[config.mk]
export PLATFORM = sky130hd
export DESIGN_NAME = r5p_htif_flat
export DESIGN_NICKNAME = d
export VERILOG_FILES = /design/src/rtl/r5p_htif_pkg.sv /design/src/rtl/r5p_htif_if.sv /design/src/rtl/r5p_htif_timeout.sv /design/src/rtl/r5p_htif.sv /design/src/flat_wrapper.sv
export SDC_FILE = /design/constraint.sdc
export NUM_CORES = 1
export LEC_CHECK = 0
export ABC_CLOCK_PERIOD_IN_PS = 2800
export CORE_MARGIN = 1.5
export CORE_UTILIZATION = 40
export DETAILED_ROUTE_END_ITERATION = 8
export PLACE_DENSITY = 0.64
export SLEW_MARGIN = 20
export SYNTH_ARGS = -nofsm -noshare
export SYNTH_HDL_FRONTEND = slang
export SYNTH_SLANG_ARGS = --single-unit
[constraint.sdc]
create_clock -name clk -period 2.8 [get_ports clk]
set_input_delay 0.56 -clock clk [delete_from_list [all_inputs] [get_ports clk]]
set_output_delay 0.56 -clock clk [all_outputs]
set_load 0.01 [all_outputs]
[src/rtl/r5p_htif_pkg.sv]
// r5p_htif_pkg
// Shared types and constants for the HTIF mailbox peripheral.
//   htif_cmd_t   : 64-bit tohost/fromhost layout (device, cmd, payload)
//   htif_state_t : command FSM states
//   merge_bytes  : byte-enable merge of a write into an existing word
package r5p_htif_pkg;

    typedef struct packed {
        logic [7:0]  device;
        logic [7:0]  cmd;
        logic [47:0] payload;
    } htif_cmd_t;

    typedef enum logic [1:0] {
        IDLE = 2'd0,
        CHAR = 2'd1,
        ACK  = 2'd2,
        HALT = 2'd3
    } htif_state_t;

    localparam logic [7:0] HTIF_DEV_SYSCALL = 8'd0;
    localparam logic [7:0] HTIF_DEV_CONSOLE = 8'd1;
    localparam logic [7:0] HTIF_CMD_PUTCHAR = 8'd1;

    function automatic logic [31:0] merge_bytes(
        input logic [31:0] old_word,
        input logic [31:0] wdt,
        input logic [3:0]  ben
    );
        logic [31:0] res;
        res = old_word;
        for (int i = 0; i < 4; i++) begin
            if (ben[i]) res[8*i +: 8] = wdt[8*i +: 8];
        end
        return res;
    endfunction

endpackage

[src/rtl/r5p_htif_if.sv]
// r5p_htif_if
// TCB request/response bundle between the address decoder and the HTIF.
//   vld/wen/adr/ben/wdt : request (manager -> subordinate)
//   rdt/err             : response, valid one cycle after the transfer
//   rdy                 : subordinate ready
// Handshake: a transfer happens on a rising clk edge where vld && rdy;
// the manager holds the request stable while vld is high and rdy is low.
interface r5p_htif_if;
    logic        vld;
    logic        wen;
    logic [31:0] adr;
    logic [3:0]  ben;
    logic [31:0] wdt;
    logic [31:0] rdt;
    logic        err;
    logic        rdy;

    modport master (output vld, wen, adr, ben, wdt, input  rdt, err, rdy);
    modport slave  (input  vld, wen, adr, ben, wdt, output rdt, err, rdy);
endinterface

[src/rtl/r5p_htif_timeout.sv]
// r5p_htif_timeout
// Saturating cycle counter started at reset release.
//   clk, rst : clock, asynchronous active-low reset
//   timeout  : sticky flag, set on the TIMEOUT-th cycle; never set when TIMEOUT=0
module r5p_htif_timeout #(
    parameter int unsigned TIMEOUT = 20000
) (
    input  logic clk,
    input  logic rst,
    output logic timeout
);

    generate
        if (TIMEOUT == 0) begin : g_off
            assign timeout = 1'b0;
        end else begin : g_cnt
            localparam int unsigned CW = (TIMEOUT > 1) ? $clog2(TIMEOUT) : 1;
            logic [CW-1:0] r_cnt;
            logic          r_timeout;

            // Counter freezes once the flag is set, so it never wraps.
            always_ff @(posedge clk or negedge rst) begin
                if (!rst) begin
                    r_cnt     <= '0;
                    r_timeout <= 1'b0;
                end else if (!r_timeout) begin
                    if (r_cnt == CW'(TIMEOUT - 1)) r_timeout <= 1'b1;
                    else                           r_cnt     <= r_cnt + 1'b1;
                end
            end

            assign timeout = r_timeout;
        end
    endgenerate

endmodule

[src/rtl/r5p_htif.sv]
// r5p_htif
// HTIF mailbox peripheral: tohost/fromhost registers, halt and console
// putchar command decode, timeout flag.
//   clk, rst   : clock, asynchronous active-low reset
//   tcb        : TCB subordinate port (read data/error one cycle after transfer)
//   con_vld/con_dat/con_rdy : console character handshake
//   halt, exit_code         : sticky halt flag and tohost[31:1] captured at halt
//   timeout                 : sticky cycle-limit flag
//   dbg_state               : current FSM state
module r5p_htif
    import r5p_htif_pkg::*;
#(
    parameter logic [31:0] TOHOST   = 32'h8000_1000,
    parameter logic [31:0] FROMHOST = 32'h8000_1040,
    parameter int unsigned TIMEOUT  = 20000
) (
    input  logic         clk,
    input  logic         rst,
    r5p_htif_if.slave    tcb,
    output logic         con_vld,
    output logic [7:0]   con_dat,
    input  logic         con_rdy,
    output logic         halt,
    output logic [30:0]  exit_code,
    output logic         timeout,
    output htif_state_t  dbg_state
);

    localparam logic [31:0] TOHOST_HI   = TOHOST + 32'd4;
    localparam logic [31:0] FROMHOST_HI = FROMHOST + 32'd4;

    htif_state_t r_state, w_state_nxt;
    logic [63:0] r_tohost, r_fromhost;
    logic [7:0]  r_con_dat;
    logic        r_halt;
    logic [30:0] r_exit_code;
    logic [31:0] r_rdt;
    logic        r_err;

    logic        w_trn, w_rdy, w_con_vld;
    logic        w_sel_tl, w_sel_th, w_sel_fl, w_sel_fh, w_mapped;
    logic [31:0] w_rd_word, w_wr_word;
    logic        w_wr_ok, w_fire;
    htif_cmd_t   w_cmd;
    logic        w_cmd_halt, w_cmd_char;

    assign w_trn = tcb.vld & w_rdy;

    // Word decode; byte offset bits are ignored.
    assign w_sel_tl = (tcb.adr[31:2] == TOHOST[31:2]);
    assign w_sel_th = (tcb.adr[31:2] == TOHOST_HI[31:2]);
    assign w_sel_fl = (tcb.adr[31:2] == FROMHOST[31:2]);
    assign w_sel_fh = (tcb.adr[31:2] == FROMHOST_HI[31:2]);
    assign w_mapped = w_sel_tl | w_sel_th | w_sel_fl | w_sel_fh;

    always_comb begin
        w_rd_word = '0;
        if      (w_sel_tl) w_rd_word = r_tohost[31:0];
        else if (w_sel_th) w_rd_word = r_tohost[63:32];
        else if (w_sel_fl) w_rd_word = r_fromhost[31:0];
        else if (w_sel_fh) w_rd_word = r_fromhost[63:32];
    end

    // The addressed word after the byte-enable merge of this write.
    assign w_wr_word = merge_bytes(w_rd_word, tcb.wdt, tcb.ben);

    // Writes only land in IDLE; in HALT they are accepted and dropped.
    assign w_wr_ok = w_trn & tcb.wen & (r_state == IDLE);
    assign w_fire  = w_wr_ok & w_sel_th;

    // Command view uses the merged high word plus the stored low word.
    assign w_cmd      = htif_cmd_t'({w_wr_word, r_tohost[31:0]});
    assign w_cmd_halt = (w_cmd.device == HTIF_DEV_SYSCALL) & w_cmd.payload[0];
    assign w_cmd_char = (w_cmd.device == HTIF_DEV_CONSOLE) & (w_cmd.cmd == HTIF_CMD_PUTCHAR);

    always_ff @(posedge clk or negedge rst) begin
        if (!rst) r_state <= IDLE;
        else      r_state <= w_state_nxt;
    end

    always_comb begin
        w_state_nxt = r_state;
        w_rdy       = 1'b1;
        w_con_vld   = 1'b0;
        case (r_state)
            IDLE: begin
                if (w_fire) begin
                    if      (w_cmd_halt) w_state_nxt = HALT;
                    else if (w_cmd_char) w_state_nxt = CHAR;
                end
            end
            CHAR: begin
                w_rdy     = 1'b0;
                w_con_vld = 1'b1;
                if (con_rdy) w_state_nxt = ACK;
            end
            ACK: begin
                w_rdy       = 1'b0;
                w_state_nxt = IDLE;
            end
            HALT: begin
                w_state_nxt = HALT;
            end
            default: w_state_nxt = IDLE;
        endcase
    end

    always_ff @(posedge clk or negedge rst) begin
        if (!rst) begin
            r_tohost    <= '0;
            r_fromhost  <= '0;
            r_con_dat   <= '0;
            r_halt      <= 1'b0;
            r_exit_code <= '0;
            r_rdt       <= '0;
            r_err       <= 1'b0;
        end else begin
            if (r_state == ACK) begin
                r_tohost   <= '0;
                r_fromhost <= {8'd1, 8'd1, 48'd1};
            end else if (w_wr_ok) begin
                if (w_sel_tl) r_tohost[31:0]    <= w_wr_word;
                if (w_sel_fl) r_fromhost[31:0]  <= w_wr_word;
                if (w_sel_fh) r_fromhost[63:32] <= w_wr_word;
                if (w_sel_th) begin
                    // Unknown commands are discarded rather than left pending.
                    if (w_cmd_halt || w_cmd_char) r_tohost[63:32] <= w_wr_word;
                    else                          r_tohost        <= '0;
                end
            end
            if (w_fire && w_cmd_halt) begin
                r_halt      <= 1'b1;
                r_exit_code <= w_cmd.payload[31:1];
            end
            if (w_fire && !w_cmd_halt && w_cmd_char) r_con_dat <= w_cmd.payload[7:0];
            // Error flags every transfer; read data is updated by reads only.
            if (w_trn) begin
                r_err <= ~w_mapped;
                if (!tcb.wen) r_rdt <= w_rd_word;
            end
        end
    end

    r5p_htif_timeout #(.TIMEOUT(TIMEOUT)) u_timeout (
        .clk     (clk),
        .rst     (rst),
        .timeout (timeout)
    );

    assign tcb.rdy   = w_rdy;
    assign tcb.rdt   = r_rdt;
    assign tcb.err   = r_err;
    assign con_vld   = w_con_vld;
    assign con_dat   = r_con_dat;
    assign halt      = r_halt;
    assign exit_code = r_exit_code;
    assign dbg_state = r_state;

endmodule

[src/flat_wrapper.sv]
// flat-port wrapper written by rule: the top's interface ports become plain ports
module r5p_htif_flat import r5p_htif_pkg::*;
#(
    parameter logic [31:0] TOHOST   = 32'h8000_1000,
    parameter logic [31:0] FROMHOST = 32'h8000_1040,
    parameter int unsigned TIMEOUT  = 20000
)
  (clk, rst, con_vld, con_dat, con_rdy, halt, exit_code, timeout, dbg_state, tcb_vld, tcb_wen, tcb_adr, tcb_ben, tcb_wdt, tcb_rdt, tcb_err, tcb_rdy);
  r5p_htif_if tcb_i ();
  input  logic clk;
  input  logic rst;
  output logic con_vld;
  output logic [7:0] con_dat;
  input  logic con_rdy;
  output logic halt;
  output logic [30:0] exit_code;
  output logic timeout;
  output htif_state_t dbg_state;
  input wire logic [$bits(tcb_i.vld)-1:0] tcb_vld;
  input wire logic [$bits(tcb_i.wen)-1:0] tcb_wen;
  input wire logic [$bits(tcb_i.adr)-1:0] tcb_adr;
  input wire logic [$bits(tcb_i.ben)-1:0] tcb_ben;
  input wire logic [$bits(tcb_i.wdt)-1:0] tcb_wdt;
  output wire logic [$bits(tcb_i.rdt)-1:0] tcb_rdt;
  output wire logic [$bits(tcb_i.err)-1:0] tcb_err;
  output wire logic [$bits(tcb_i.rdy)-1:0] tcb_rdy;
  assign tcb_i.vld = tcb_vld;
  assign tcb_i.wen = tcb_wen;
  assign tcb_i.adr = tcb_adr;
  assign tcb_i.ben = tcb_ben;
  assign tcb_i.wdt = tcb_wdt;
  assign tcb_rdt = tcb_i.rdt;
  assign tcb_err = tcb_i.err;
  assign tcb_rdy = tcb_i.rdy;
  r5p_htif #(.TOHOST(TOHOST), .FROMHOST(FROMHOST), .TIMEOUT(TIMEOUT)) u_core (.clk(clk), .rst(rst), .tcb(tcb_i), .con_vld(con_vld), .con_dat(con_dat), .con_rdy(con_rdy), .halt(halt), .exit_code(exit_code), .timeout(timeout), .dbg_state(dbg_state));
endmodule
==> impl_metrics.env, run 1 <==
export IMPL_cp_data_arrival_time_ns=3.32
export IMPL_cts_root_buf="clkbuf_16"
export IMPL_cts_sinks=219
export IMPL_reg2reg_slack_ns=-0.06
export IMPL_drt_iter0_drc=577
export IMPL_row_count=59
export IMPL_leakagePower_nw=6.998
export IMPL_antenna_found_initial=0
export IMPL_clock_latency_ns=0.53
export IMPL_p_total_mw=6.829
export IMPL_period_needed_ns=2.864
export IMPL_grt_ovfl_total=0
export IMPL_path_class="register to register"
export IMPL_synth_fp_nets=1065
export IMPL_post_drt_via_cell_ratio=5.592
export IMPL_clock_skew_ns=0.01086
export IMPL_layout_commonest_cell="dfrtp_1"
export IMPL_nets=1342
export IMPL_final_setup_worst_slack_ns=-0.06435
export IMPL_worstPathCellList="mux4_2 > nor4b_4 > mux2_4 > or4_4 > buf_6 > or2_4 > nand4b_1 > buf_6 > o21ai_2"
export IMPL_worst_path_largest_cell_delay_ns=0.50
export IMPL_coreArea_mm2=0.02598
export IMPL_h_tree_depth=1
export IMPL_hold_viol_final=0
export IMPL_clk_pin_slew_ns=0.06
export IMPL_yosys_most_used_dff="dfrtp_1"
export IMPL_fp_dieW_um=165.5
export IMPL_globalplace_congestion=0.9317
export IMPL_hold_path_class="primary input to async pin"
export IMPL_synth_edf_count=0
export IMPL_cts_tree="built"
export IMPL_drive_gt1_frac=0.2955
export IMPL_cts_buffer_depth=3
export IMPL_postSynthAreaPerCell_um2=10.71
export IMPL_grt_pass1_wl_mm=50.85
export IMPL_final_cell_mix="dfrtp_1, nand2_1, buf_4, clkdlybuf4s50_1"
export IMPL_ys_seq_elements=219
export IMPL_multi_input_area_mm2=0.005137
export IMPL_max_freq_ghz=0.3491
export IMPL_io_pins=151
export IMPL_setup_viol=38
export IMPL_drcViolationCount=0
export IMPL_fin_crit_sh=1.023
export IMPL_async_flop_share=1.000
export IMPL_yosysWarningCount=0
export IMPL_power_per_cell_area_mw_per_mm2=453.9
export IMPL_die_h_um=165.5
export IMPL_grt_max_degree=77
export IMPL_ctsHoldBuffers=0
export IMPL_final_antenna_net_count=0
export IMPL_worst_endpoint_required_ns=3.25
export IMPL_ir_drop_mv=0.3700
export IMPL_ys_seq_area_frac=0.5190
export IMPL_port_buffers=148
export IMPL_fin_util=0.5790
export IMPL_seqCellArea_mm2=0.005480
export IMPL_dieArea_mm2=0.02738
export IMPL_synth_area_mm2=0.01056
export IMPL_crit_family="simple AND/OR/NAND/NOR gates"
export IMPL_drt_wl_total_mm=32.95
export IMPL_slowest_stage="mux4_2"
export IMPL_syn2layout_area_growth_pct=42.49
export IMPL_maxCapViolCount=0
export IMPL_start_util=0.4063
export IMPL_cp_num_buf_inv=2
export IMPL_endpoint_kind="register"
export IMPL_track_usage=0.2392
export IMPL_placedCellCount=1546
export IMPL_dp_hpwl_mm=21.78
export IMPL_violations="setup timing"
export IMPL_dr_pass1_iters=5
export IMPL_post_drt_wl_per_cell_um=20.41
export IMPL_startpoint_type="register"
export IMPL_rsz0062_at_grt="true"
export IMPL_vias=9026
export IMPL_fin_cells=1614
export IMPL_tightest_slew_ns=0.6758
export IMPL_synthDistinctLibCells=59
export IMPL_crit_fanout=5
export IMPL_slew_viol_final=0
export IMPL_outcome="complete, but fails checks"
export IMPL_cts_made_buffers=24
export IMPL_fillCellCount=2212
export IMPL_slew_headroom=0.5495
export IMPL_crit_top_cell="buf_6"
export IMPL_n_antenna_cell=0
export IMPL_place_ws_ns=-0.9428
export IMPL_synth_cells=986
export IMPL_grt_pass1_vias=9031
-- cell usage after synthesis (all sizes together), types with 23 or more instances --
cell    number  area share
a21oi       43       0.020
nand2      169       0.060
mux2        47       0.061
nor3b       34       0.026
nor2        37       0.013
inv         34       0.012
clkbuf      50       0.018
mux2i       23       0.022
dfrtp      219        0.52
a32oi       24       0.020
a22o        36       0.030
o21ai       40       0.019
buf         23       0.012
nand3       40       0.020
-- final timing paths --
path / cells past startpoint / to / from
setup / recovery: 9 / u_core.r_tohost[54] / u_core.r_fromhost[60]
hold / removal: 1 / u_core.r_fromhost[53] / rst
setup reg to reg: 9 / u_core.r_tohost[54] / u_core.r_fromhost[60]
hold reg to reg: 1 / u_core.u_timeout.g_cnt.r_cnt[14] / u_core.u_timeout.g_cnt.r_cnt[14]
max in group asynchronous: 2 / u_core.r_fromhost[56] / rst
min in group clk: 1 / u_core.u_timeout.g_cnt.r_cnt[14] / u_core.u_timeout.g_cnt.r_cnt[14]
-- flip-flops by register name, summed over array words and instances, names as in the netlist --
| register | cells |
|---|---|
| u_core.halt | 1 |
| u_core.r_tohost | 64 |
| u_core.r_fromhost | 64 |
| u_core.tcb.rdt | 32 |
| u_core.exit_code | 31 |
| u_core.u_timeout.g_cnt.r_cnt | 15 |
| u_core.con_dat | 8 |
| u_core.dbg_state | 2 |
| u_core.u_timeout.timeout | 1 |
| u_core.tcb.err | 1 |
-- per-layer routing --
metal | up-vias | part of all wire | global-route usage
met4 | 0 | 0.023 | 0.06412
met5 | - | 0 | 0
met2 | 376 | 0.46 | 0.3693
met1 | 4488 | 0.45 | 0.3455
li1 | 4099 | - | -
met3 | 63 | 0.073 | 0.04296
-- final cells by class --
cell class | count | share of cell area
clock buffer | 37 | 0.04782
tap | 335 | 0.02786
sequential | 219 | 0.3642
clock inverter | 5 | 0.004075
multi-input combinational | 660 | 0.3415
timing repair buffer | 324 | 0.2061
inverter | 34 | 0.008482
-- stage by stage --
step           setup TNS, ns  instance area [um2]  hold slack [ns]
2_1_floorplan         -14.76                10810           0.2644
3_3_place_gp          -98.66                13700           0.4518
3_5_place_dp         -111.87                13700           0.4549
4_1_cts               -1.615                14740          0.04324
5_1_grt               -4.405                15050          0.04699
6_report              -1.621                15050         0.009651
-- power breakdown --
group          internal, mW   switching, mW
clock network          1.85            1.29
logic                 0.240           0.278
registers              3.16  0.000000000478
total                  5.26            1.57
-- logic make-up after synthesis --
kind of cell             synth area share
XOR/XNOR                          0.01161
multiplexers                       0.1231
flip-flops                         0.5190
AO/OA/AOI/OAI                      0.1397
buffers and inverters             0.04147
adder cells (fa/ha/maj)          0.007110
AND/OR/NAND/NOR                    0.1580
-- repair_timing --
action                     CTS  global route
gates cloned                 1             4
resized for setup           62            59
buffers inserted            14            12
pin swaps                   19            17
setup endpoints to repair   99            98
Note: power is estimated with default switching activity, not from simulation.
==> run 2, diff against run 1 <==
--- a/config.mk
+++ b/config.mk
@@ -10,6 +10,7 @@
 export CORE_UTILIZATION = 40
 export DETAILED_ROUTE_END_ITERATION = 8
 export PLACE_DENSITY = 0.64
+export SKIP_LAST_GASP = 1
 export SLEW_MARGIN = 20
 export SYNTH_ARGS = -nofsm -noshare
 export SYNTH_HDL_FRONTEND = slang
==> run 2 against run 1 <==
  * The flow still finishes with violations (setup timing)
  * Non-clock buffer count did not move
  * Die area did not move
  * Global-route usage did not move
  * Power barely moved
  * Combinational power barely moved
  * Highest routed layer unchanged
  * Clock power barely moved
  * Hold slack improved by 0.0026 ns
  * Sequential power barely moved
  * Largest cell class unchanged
  * Critical path type unchanged
  * Clock-buffer cell count did not move
==> impl_metrics.env, run 2 (synthesis results as in run 1) <==
export IMPL_antenna_found_initial=0
export IMPL_cts_tree="built"
export IMPL_drt_wl_total_mm=32.95
export IMPL_grt_max_degree=77
export IMPL_grt_ovfl_total=0
export IMPL_multi_input_area_mm2=0.005137
export IMPL_path_class="register to register"
export IMPL_row_count=59
export IMPL_hold_viol_final=0
export IMPL_place_ws_ns=-0.9428
export IMPL_violations="setup timing"
export IMPL_endpoint_kind="register"
export IMPL_final_cell_mix="dfrtp_1, nand2_1, buf_4, clkdlybuf4s50_1"
export IMPL_start_util=0.4063
export IMPL_outcome="complete, but fails checks"
export IMPL_worst_path_largest_cell_delay_ns=0.50
export IMPL_slowest_stage="mux4_2"
export IMPL_fillCellCount=2212
export IMPL_crit_top_cell="buf_6"
export IMPL_hold_path_class="primary input to async pin"
export IMPL_worstPathCellList="mux4_2 > nor4b_4 > mux2_4 > or4_4 > buf_6 > or2_4 > nand4b_1 > buf_6 > o21ai_2"
export IMPL_cts_buffer_depth=3
export IMPL_ctsHoldBuffers=0
export IMPL_tightest_slew_ns=0.6697
export IMPL_reg2reg_slack_ns=-0.08
export IMPL_cp_num_buf_inv=2
export IMPL_fin_tns_setup_ns=-1.957
export IMPL_dp_hpwl_mm=21.78
export IMPL_h_tree_depth=1
export IMPL_dr_pass1_iters=5
export IMPL_port_buffers=148
export IMPL_leakagePower_nw=6.998
export IMPL_drcViolationCount=0
export IMPL_clock_skew_ns=0.01036
export IMPL_fin_crit_sh=1.029
export IMPL_die_h_um=165.5
export IMPL_final_setup_worst_slack_ns=-0.07988
export IMPL_seqCellArea_mm2=0.005480
export IMPL_clk_pin_slew_ns=0.06
export IMPL_ff2ff_path_depth=9
export IMPL_rsz0062_at_grt="true"
export IMPL_drive_gt1_frac=0.2955
export IMPL_grt_pass1_vias=9033
export IMPL_max_freq_ghz=0.3472
export IMPL_setup_viol=38
export IMPL_syn2layout_area_growth_pct=42.49
export IMPL_fin_cells=1614
export IMPL_fp_dieW_um=165.5
export IMPL_layout_commonest_cell="dfrtp_1"
export IMPL_cts_root_buf="clkbuf_16"
export IMPL_worst_endpoint_required_ns=3.25
export IMPL_startpoint_type="register"
export IMPL_track_usage=0.2392
export IMPL_nets=1342
export IMPL_n_antenna_cell=0
export IMPL_maxCapViolCount=0
export IMPL_slew_viol_final=0
export IMPL_power_per_cell_area_mw_per_mm2=454.1
export IMPL_grt_pass1_wl_mm=50.85
export IMPL_period_needed_ns=2.880
export IMPL_cp_num_cells=9
export IMPL_worst_hold_slack_ns=0.01221
export IMPL_crit_fanout=5
export IMPL_post_drt_via_cell_ratio=5.591
export IMPL_crit_family="simple AND/OR/NAND/NOR gates"
export IMPL_post_drt_wl_per_cell_um=20.42
export IMPL_cp_data_arrival_time_ns=3.33
export IMPL_dieArea_mm2=0.02738
export IMPL_cts_sinks=219
export IMPL_cts_made_buffers=24
export IMPL_io_pins=151
export IMPL_ir_drop_mv=0.3700
export IMPL_globalplace_congestion=0.9317
export IMPL_coreArea_mm2=0.02598
export IMPL_final_antenna_net_count=0
export IMPL_placedCellCount=1546
export IMPL_vias=9024
export IMPL_clock_latency_ns=0.53
export IMPL_drt_iter0_drc=601
export IMPL_slew_headroom=0.5535
==> run 2: cell counts in the layout (fill, tap and decap cells not counted) <==
Identical to the previous run, type by type.
==> run 2: metal layers <==
metal,wire [um],GRT usage
met5,0,0
met3,2365,0.04296
met2,15040,0.3693
met1,14830,0.3455
met4,714,0.06412
==> run 2: worst paths after layout <==
kind | from | endpoint
worst max register to register | u_core.r_fromhost[60] | u_core.r_tohost[54]
worst max-delay path | u_core.r_fromhost[60] | u_core.r_tohost[54]
worst min-delay path | rst | u_core.r_fromhost[53]
worst min register to register | u_core.u_timeout.g_cnt.r_cnt[14] | u_core.u_timeout.g_cnt.r_cnt[14]
max in group asynchronous | rst | u_core.r_fromhost[55]
min in group clk | u_core.u_timeout.g_cnt.r_cnt[14] | u_core.u_timeout.g_cnt.r_cnt[14]
==> run 2: worst register-to-register path: stages, from the launching register on <==
cell and delay [ns]:
dfrtp_1 0.39, mux4_2 0.50, nor4b_4 0.16, mux2_4 0.28, or4_4 0.47, buf_6 0.15, or2_4 0.23, nand4b_1 0.29
buf_6 0.23, o21ai_2 0.11
==> run 2: metrics by stage <==
| stage | instance area (um2) | util | power [mW] |
|---|---|---|---|
| after floorplan | 10810 | - | 3.376 |
| after global placement | 13700 | 0.5272 | 3.709 |
| after detailed placement | 13700 | 0.5272 | 3.710 |
| after CTS | 14740 | 0.5674 | 6.877 |
| after global routing | 15050 | 0.5790 | 7.066 |
| final | 15050 | 0.5790 | 6.832 |
==> run 2: layout make-up <==
class,instances,area share
Sequential cell,219,0.3642
Clock inverter,5,0.004075
Timing Repair Buffer,324,0.2061
Inverter,34,0.008482
Clock buffer,37,0.04782
Multi-Input combinational cell,660,0.3415
Tap cell,335,0.02786
==> run 2: power by group <==
part	internal, mW	switching (mW)
clock network	1.85	1.30
logic	0.240	0.278
registers	3.16	0.000000000478
==> run 2: repair_timing <==
item                                    in CTS  in global routing
setup buffers                               14                 12
endpoints found under the setup margin      99                 98
pin swaps                                   19                 17
gates cloned                                 1                  4
resized for setup                           62                 59
==> run 3, diff against run 2 <==
--- a/config.mk
+++ b/config.mk
@@ -8,6 +8,7 @@
 export ABC_CLOCK_PERIOD_IN_PS = 2800
 export CORE_MARGIN = 1.5
 export CORE_UTILIZATION = 40
+export CTS_BUF_LIST = sky130_fd_sc_hd__clkbuf_4 sky130_fd_sc_hd__clkbuf_8
 export DETAILED_ROUTE_END_ITERATION = 8
 export PLACE_DENSITY = 0.64
 export SKIP_LAST_GASP = 1
==> run 3 against run 2 <==
  * The flow finishes with violations (hold timing, setup timing)
  * Register-to-register slack worse by 0.05 ns
  * Global-route usage is 0.25 points higher
  * Power is 0.56% lower
  * Utilization is 0.053 points higher
  * Cell area hardly changed
  * Combinational power is 0.8% lower
  * Hold slack worse by 0.014 ns
  * Sequential share of layout area hardly changed
  * Clock-buffer cell count is 20 higher
  * Die area stayed put
==> impl_metrics.env, run 3 (synthesis results as in run 1) <==
export IMPL_outcome="complete, but fails checks"
export IMPL_violations="hold timing, setup timing"
export IMPL_fp_dieW_um=165.5
export IMPL_top_layer_used="met4"
export IMPL_hold_path_class="primary input to async pin"
export IMPL_final_antenna_net_count=0
export IMPL_coreArea_mm2=0.02598
export IMPL_worst_endpoint_required_ns=3.27
export IMPL_grt_max_degree=77
export IMPL_cp_num_buf_inv=2
export IMPL_final_cell_mix="dfrtp_1, nand2_1, buf_4, clkdlybuf4s50_1, clkbuf_8"
export IMPL_cts_root_buf="clkbuf_8"
export IMPL_port_buffers=148
export IMPL_path_class="register to register"
export IMPL_crit_top_cell="buf_6"
export IMPL_dr_pass1_iters=4
export IMPL_post_drt_wl_per_cell_um=20.14
export IMPL_vias=9128
export IMPL_drt_iter0_drc=606
export IMPL_row_count=59
export IMPL_startpoint_type="register"
export IMPL_syn2layout_area_growth_pct=42.62
export IMPL_start_util=0.4063
export IMPL_worst_hold_slack_ns=-0.001699
export IMPL_power_per_cell_area_mw_per_mm2=451.1
export IMPL_fillCellCount=2225
export IMPL_period_needed_ns=2.929
export IMPL_die_h_um=165.5
export IMPL_fin_crit_sh=1.046
export IMPL_io_pins=151
export IMPL_layout_commonest_cell="dfrtp_1"
export IMPL_r2r_end="u_core.r_tohost[56]"
export IMPL_endpoint_kind="register"
export IMPL_reg2reg_slack_ns=-0.13
export IMPL_clk_pin_slew_ns=0.06
export IMPL_max_freq_ghz=0.3414
export IMPL_drive_gt1_frac=0.3038
export IMPL_ir_drop_mv=0.3118
export IMPL_cts_tree="built"
export IMPL_reg2reg_from="u_core.r_fromhost[63]"
export IMPL_slew_viol_final=0
export IMPL_grt_pass1_vias=9117
export IMPL_track_usage=0.2417
export IMPL_ff2ff_path_depth=9
export IMPL_worst_path_largest_cell_delay_ns=0.53
export IMPL_drt_wl_total_mm=32.93
export IMPL_worstPathCellList="mux4_2 > nor4b_4 > mux2_4 > or4_4 > buf_6 > or2_4 > nand4b_1 > buf_6 > o21ai_1"
export IMPL_dieArea_mm2=0.02738
export IMPL_grt_ovfl_total=0
export IMPL_nets=1356
export IMPL_antenna_found_initial=0
export IMPL_ctsHoldBuffers=0
export IMPL_h_tree_depth=2
export IMPL_clock_skew_ns=0.01513
export IMPL_slowest_stage="or4_4"
export IMPL_met1_length_mm=14.54
export IMPL_slew_headroom=0.5612
export IMPL_drcViolationCount=0
export IMPL_grt_pass1_wl_mm=50.89
export IMPL_cp_data_arrival_time_ns=3.40
export IMPL_final_setup_worst_slack_ns=-0.1294
export IMPL_globalplace_congestion=0.9317
export IMPL_cts_buffer_depth=3
export IMPL_rsz0062_at_grt="true"
export IMPL_crit_family="simple AND/OR/NAND/NOR gates"
export IMPL_setup_viol=58
export IMPL_multi_input_area_mm2=0.005087
export IMPL_hold_viol_final=1
export IMPL_dp_hpwl_mm=21.78
export IMPL_maxCapViolCount=0
export IMPL_leakagePower_nw=7.043
export IMPL_post_drt_via_cell_ratio=5.583
export IMPL_crit_fanout=5
export IMPL_cts_made_buffers=39
export IMPL_n_antenna_cell=0
export IMPL_wl_met3_mm=2.573
export IMPL_cts_sinks=219
export IMPL_fin_tns_setup_ns=-2.813
export IMPL_seqCellArea_mm2=0.005480
export IMPL_tightest_slew_ns=0.6583
export IMPL_clock_latency_ns=0.54
export IMPL_wl_met2_mm=15.04
==> run 3: cell types whose count changed in the layout (fill, tap and decap cells not counted), sizes merged <==
| cell | before | now |
|---|---|---|
| clkinvlp | 0 | 1 |
| clkdlybuf4s50 | 119 | 121 |
| inv | 34 | 35 |
| buf | 174 | 173 |
| dlymetal6s2s | 4 | 5 |
| dlygate4sd2 | 9 | 10 |
| clkbuf | 51 | 64 |
| clkdlybuf4s15 | 4 | 7 |
==> run 3: worst reg2reg max path, stage by stage, from the launching register on <==
cell and delay [ns]:
dfrtp_1 0.38, mux4_2 0.50, nor4b_4 0.15, mux2_4 0.26, or4_4 0.53, buf_6 0.15, or2_4 0.25, nand4b_1 0.30
buf_6 0.24, o21ai_1 0.11
==> run 3: metrics by stage <==
step / power (mW) / area (um2) / util / cells / setup slack [ns]
2_1_floorplan: 3.376 / 10810 / - / 986 / -0.2766
3_3_place_gp: 3.709 / 13700 / 0.5272 / 1546 / -0.8761
3_5_place_dp: 3.710 / 13700 / 0.5272 / 1546 / -0.9428
4_1_cts: 6.858 / 14790 / 0.5690 / 1626 / -0.05920
5_1_grt: 7.044 / 15060 / 0.5795 / 1635 / -0.1651
6_report: 6.794 / 15060 / 0.5795 / 1635 / -0.1294
==> run 3: area by class of cell <==
type                            count  share of cell area
Sequential cell                   219              0.3639
Multi-Input combinational cell    660              0.3378
Timing Repair Buffer              323              0.2084
Clock buffer                       57             0.04919
Tap cell                          335             0.02783
Inverter                           34            0.008475
Clock inverter                      7            0.004403
==> run 3: power breakdown <==
| part | switching [mW] | total [mW] | internal, mW | leakage, nW |
|---|---|---|---|---|
| logic | 0.273 | 0.514 | 0.240 | 3.60 |
| clock network | 1.33 | 3.11 | 1.78 | 0.426 |
| registers | 0.000000000471 | 3.17 | 3.17 | 3.02 |
==> run 3: layer usage <==
layer  GRT usage  vias to the layer above
li1            -                     4131
met3     0.04545                       65
met5           0                        -
met2      0.3720                      375
met1      0.3438                     4557
met4     0.07752                        0
==> run 3: repair_timing <==
action / in CTS / in global routing
gates cloned: 2 / 5
gates resized for setup: 59 / 37
setup endpoints to repair: 99 / 98
buffers inserted: 16 / 7
pin swaps: 18 / 13
hold endpoints to repair: 0 / 0
==> run 3: worst max-delay path by stage <==
stage | start | end | slack (ns) | cells after the start
final | u_core.r_fromhost[63] | u_core.r_tohost[56] | -0.13 | 9
after global routing | u_core.r_fromhost[63] | u_core.r_tohost[54] | -0.17 | 9
after CTS | u_core.r_fromhost[63] | u_core.r_tohost[48] | -0.06 | 9
after detailed placement | tcb_adr[20] | u_core.con_dat[6] | -0.94 | 12
after global placement | tcb_adr[19] | u_core.con_dat[6] | -0.88 | 13
after floorplan | tcb_adr[2] | u_core.exit_code[10] | -0.28 | 9
